## config.mk

```make
export PLATFORM = sky130hd
export DESIGN_NAME = operand_fetch
export DESIGN_NICKNAME = d
export VERILOG_FILES = /design/src/rtl/operand_fetch.sv
export SDC_FILE = /design/constraint.sdc
export NUM_CORES = 2
export LEC_CHECK = 0
export BUFFER_PORTS_ARGS = -buffer_cell sky130_fd_sc_hd__buf_2
export CORE_ASPECT_RATIO = 1.1
export CORE_MARGIN = 2
export CORE_UTILIZATION = 25
export CTS_CLUSTER_DIAMETER = 150
export CTS_CLUSTER_SIZE = 12
export DETAILED_ROUTE_END_ITERATION = 10
export SLEW_MARGIN = 30
export SYNTH_ARGS = -nofsm -noshare
export SYNTH_HDL_FRONTEND = slang
export SYNTH_SLANG_ARGS = --single-unit
export TNS_END_PERCENT = 10
```

## constraint.sdc

```tcl
create_clock -name clk -period 3.9 [get_ports clk]
set_input_delay 0.78 -clock clk [delete_from_list [all_inputs] [get_ports clk]]
set_output_delay 0.78 -clock clk [all_outputs]
set_load 0.02 [all_outputs]
```

## src/rtl/operand_fetch.sv

```systemverilog
// operand_fetch: register file, busy scoreboard and registered
// operand issue slot feeding the ALU.
package of_pkg;
  typedef logic [4:0] reg_addr_t;

  typedef struct packed {
    logic [4:0] op;
    reg_addr_t  rd;
  } iss_ctl_t;
endpackage

module operand_fetch
  import of_pkg::*;
#(
  parameter int NREG = 32,
  parameter int DW   = 32
) (
  input  logic          clk,
  input  logic          rst_n,
  input  logic          in_valid,
  output logic          in_ready,
  input  logic [4:0]    in_op,
  input  logic [4:0]    in_ra,
  input  logic [4:0]    in_rb,
  input  logic [4:0]    in_rd,
  output logic          out_valid,
  input  logic          out_ready,
  output logic [DW-1:0] alu_a,
  output logic [DW-1:0] alu_b,
  output logic [4:0]    alu_op,
  output logic [4:0]    out_rd,
  input  logic          wb_en,
  input  logic [4:0]    wb_addr,
  input  logic [DW-1:0] wb_data,
  input  logic [4:0]    dbg_addr,
  output logic [DW-1:0] dbg_data
);

  logic [DW-1:0]   regs [NREG];
  logic [NREG-1:0] busy;
  logic [NREG-1:0] busy_n;

  logic [DW-1:0] a_q;
  logic [DW-1:0] b_q;
  iss_ctl_t      ctl_q;
  logic          vld_q;

  logic [DW-1:0] src_a;
  logic [DW-1:0] src_b;
  logic          wb_hit;
  logic          blk_a;
  logic          blk_b;
  logic          blk_d;
  logic          hazard;
  logic          accept;

  assign wb_hit = wb_en && (wb_addr != '0);

  // Write-back data is bypassed straight into the issuing operands.
  always_comb begin
    src_a = '0;
    if (in_ra == '0)
      src_a = '0;
    else if (wb_en && (wb_addr == in_ra))
      src_a = wb_data;
    else
      src_a = regs[in_ra];
  end

  always_comb begin
    src_b = '0;
    if (in_rb == '0)
      src_b = '0;
    else if (wb_en && (wb_addr == in_rb))
      src_b = wb_data;
    else
      src_b = regs[in_rb];
  end

  // A register returning this cycle no longer blocks issue.
  always_comb begin
    blk_a = (in_ra != '0) && busy[in_ra]
          && !(wb_en && (wb_addr == in_ra));
    blk_b = (in_rb != '0) && busy[in_rb]
          && !(wb_en && (wb_addr == in_rb));
    blk_d = (in_rd != '0) && busy[in_rd]
          && !(wb_en && (wb_addr == in_rd));
  end

  assign hazard   = in_valid && (blk_a || blk_b || blk_d);
  assign in_ready = !hazard && (!vld_q || out_ready);
  assign accept   = in_valid && in_ready;

  // Set is applied after clear so a same-cycle reissue stays busy.
  always_comb begin
    busy_n = busy;
    if (wb_hit)
      busy_n[wb_addr] = 1'b0;
    if (accept && (in_rd != '0))
      busy_n[in_rd] = 1'b1;
    busy_n[0] = 1'b0;
  end

  always_ff @(posedge clk or negedge rst_n) begin
    if (!rst_n)
      busy <= '0;
    else
      busy <= busy_n;
  end

  always_ff @(posedge clk or negedge rst_n) begin
    if (!rst_n) begin
      for (int i = 0; i < NREG; i++)
        regs[i] <= '0;
    end else if (wb_hit) begin
      regs[wb_addr] <= wb_data;
    end
  end

  always_ff @(posedge clk or negedge rst_n) begin
    if (!rst_n) begin
      vld_q <= 1'b0;
      a_q   <= '0;
      b_q   <= '0;
      ctl_q <= '0;
    end else if (accept) begin
      vld_q    <= 1'b1;
      a_q      <= src_a;
      b_q      <= src_b;
      ctl_q.op <= in_op;
      ctl_q.rd <= in_rd;
    end else if (out_ready) begin
      vld_q <= 1'b0;
    end
  end

  assign out_valid = vld_q;
  assign alu_a     = a_q;
  assign alu_b     = b_q;
  assign alu_op    = ctl_q.op;
  assign out_rd    = ctl_q.rd;

  assign dbg_data = (dbg_addr == '0) ? '0 : regs[dbg_addr];

endmodule

```

==> results_dict.tcl <==
set metrics [dict create \
    status "finished, final reports clean" \
    placementRows 199 \
    synthFlopType "dfrtp_1" \
    crit_path_max_fanout 15 \
    grt_max_degree 112 \
    cp-end-kind "output pin" \
    startpoint_type "input pin" \
    layout_min_cycle_time_ns 3.83 \
    setup_viol 0 \
    antenna_found_initial 25 \
    yosysTopAreaCell "dfrtp_1" \
    routedWlPerCell_um 29.9 \
    via_count 42937 \
    max_freq_ghz 0.261 \
    firstDrtPassIters 6 \
    rsz0062_at_grt "no" \
    port_buffers 174 \
    synth_top_area_share_pct 42.1 \
    yosys.cell_types.count 52 \
    path_buf_inv 6 \
    die_w_um 498 \
    slew_violations 0 \
    drtIter0Drc 4321 \
    ys_top_cells_by_count "dfrtp_1 (1,130), mux2_2 (1,042), mux4_2 (973)" \
    cts_tree "yes" \
    fin_crit_sh_pct 98.1 \
    drv_cap 0 \
    synth.area.top_cells "dfrtp_1 (42%), mux4_2 (33%), mux2_2 (17%), clkbuf_1 (1.8%), mux2i_1 (1.3%)" \
    slew_headroom_pct 25.1 \
    crit_family "multiplexers" \
    hp-class "input pin to async pin" \
    gp_congestion 0.828 \
    dp_cells 7584 \
    fin_cells 7709 \
    clock_path_buffers 3 \
    clkSinkCount 1130 \
    cts_buffers 104 \
    syn_avg_cell_area_um2 16.2 \
    insertion_delay_ns 0.77 \
    synth-seq-area-share_pct 42.1 \
    netlist_area_um2 67200 \
    p_leak_nw 31.5 \
    die-area_um2 273000 \
    power.density_nw_per_um2 466 \
    synth_edf_count 0 \
    worst-setup-path-type "input pin to output pin" \
    tightest_slew_ns 1.12 \
    synth_cells 4144 \
    ctsHoldBuffers 0 \
    syn2layout_area_growth_pct 14.0 \
    nNetsFinal 4246 \
    total_power_mw 35.7 \
    postRouteWirelength_mm 230 \
    grt_overflow 0 \
    place_hpwl_mm 139 \
    core_um2 267000 \
    synth-seq-cells 1130 \
    synthArstFlopShare_pct 100 \
    crit_slowest_cell "mux4_2" \
    n_fill_cell 26440 \
    finalClockSkew_ns 0.0579 \
    cts_max_level 3 \
    clkTransAtPathRegs_ns 0.07 \
    ys_warn_count 0 \
    yosysMostFrequentCell "dfrtp_1" \
    drive_above_1_share_pct 62.3 \
    boundaryPins 175 \
    grtUsageTotal_pct 16.6 \
    hold_viol 0 \
    crit_chain "buf_12 > buf_16 > buf_4 > buf_12 > mux4_2 > mux4_2 > mux2i_1 > buf_4 > nor2_1 > buf_2" \
    dieHeight_um 548 \
    initial_core_util_pct 25.1 \
    irDropWorstVdd_v 0.000389 \
    critPathRequiredTime_ns 3.12 \
    synth_nets 4211 \
    vias_per_cell 5.57 \
    grt_pass1_vias 44152 \
    root_buffer "clkbuf_16" \
    grt_pass1_wl_mm 334 \
    worstPathArrival_ns 3.05 \
    max_stage_delay_ns 0.50 \
    drtAntennaViolNets 0 \
    route.detailed.drc 0 \
]
-- sequential cells by signal, indices dropped and copies added, names as in the netlist --
| register | flops |
|---|---|
| busy | 31 |
| alu_b | 32 |
| regs | 1024 |
| out_valid | 1 |
| alu_op | 5 |
| out_rd | 5 |
| alu_a | 32 |
-- worst reg2reg max path: cells and delay by family (launching register included) --
family                 cells  cell delay (ns)
AOI/OAI and AO/OA          1             0.48
buffers and inverters      1             0.33
and+or+nand+nor            2             0.29
DFF                        1             0.40
muxes                      4             1.18
-- cell usage in the layout (no fill, tap or decap), types with 15 or more instances in the layout --
cell type	count
and3_1	21
nor2_4	15
nand2_1	74
a222oi_1	31
o21ai_0	58
mux2i_1	86
buf_4	167
nand2_4	15
buf_12	87
dfrtp_1	1130
clkbuf_16	104
inv_1	31
nor2_1	42
a221o_1	19
buf_2	160
mux2_2	1042
mux4_2	973
-- area by class of cell --
cell class	instances	area (µm²)	share of cell area, %
well taps	3517	4400	5.74
diodes	10	25.0	0.0327
repair buffers	431	4090	5.34
inverters	34	130	0.170
multi-input cells	2478	37000	48.3
clock inverters	5	53.8	0.0702
flip-flops and latches	1130	28300	36.9
clock buffers	104	2600	3.40
-- kinds of logic (layout without fill, tap and decap cells) --
kind of cell,count (synthesis),after routing,synth area share [%]
simple gates,223,223,1.57
compound gates,134,134,1.47
mux,2106,2106,51.4
flops,1130,1130,42.1
xor+xnor,15,15,0.196
buf+inv,536,574,3.24
other cells,0,10,0
-- power breakdown --
part           total, mW  internal, mW  leakage [nW]  switching, mW
logic               10.2          6.01          15.6           4.20
clock network       9.24          4.69          1.31           4.55
registers           16.2          14.1          14.5           2.17
total               35.7          24.8          31.5           10.9
-- metal layers --
metal | part of all wire [%] | up-vias | track usage, % | routed length [µm]
met3 | 9.2 | 459 | 4.04 | 21100
li1 | - | 16677 | - | -
met2 | 46 | 2138 | 25.9 | 106000
met5 | 0.052 | - | 0 | 119
met1 | 41 | 23643 | 22.3 | 93900
met4 | 3.8 | 20 | 6.28 | 8760
-- through the flow --
stage	utilization, %	hold WS (ns)	TNS (ns)	cell area [µm²]	setup slack (ns)
after floorplan	-	0.458	0	67200	0.115
after global placement	27.6	0.393	-0.175	73700	-0.0922
after detailed placement	27.6	0.402	-0.128	73800	-0.0917
after CTS	28.7	0.0245	-0.00698	76600	-0.00698
after global routing	28.7	0.0641	0	76600	0.0172
final	28.7	0.0445	0	76600	0.0725
-- final timing paths --
check	startpoint	end	slack, ns	cells after the start
min in group clk	in_op[0]	alu_op[0]	0.24	2
worst min-delay path	rst_n	regs[832]	0.04	1
worst max-delay path	dbg_addr[0]	dbg_data[6]	0.07	10
worst max register to register	busy[24]	alu_b[11]	1.07	8
worst min register to register	regs[1013]	regs[1013]	0.41	0
max in group asynchronous	rst_n	alu_a[30]	2.69	2
-- timing repair --
item | CTS | global route
gates resized for setup | 6 | 5
setup endpoints to repair | 4 | 6
buffers inserted | 6 | 0
pin swaps | 0 | 0
(Power assumes the default switching activity.)
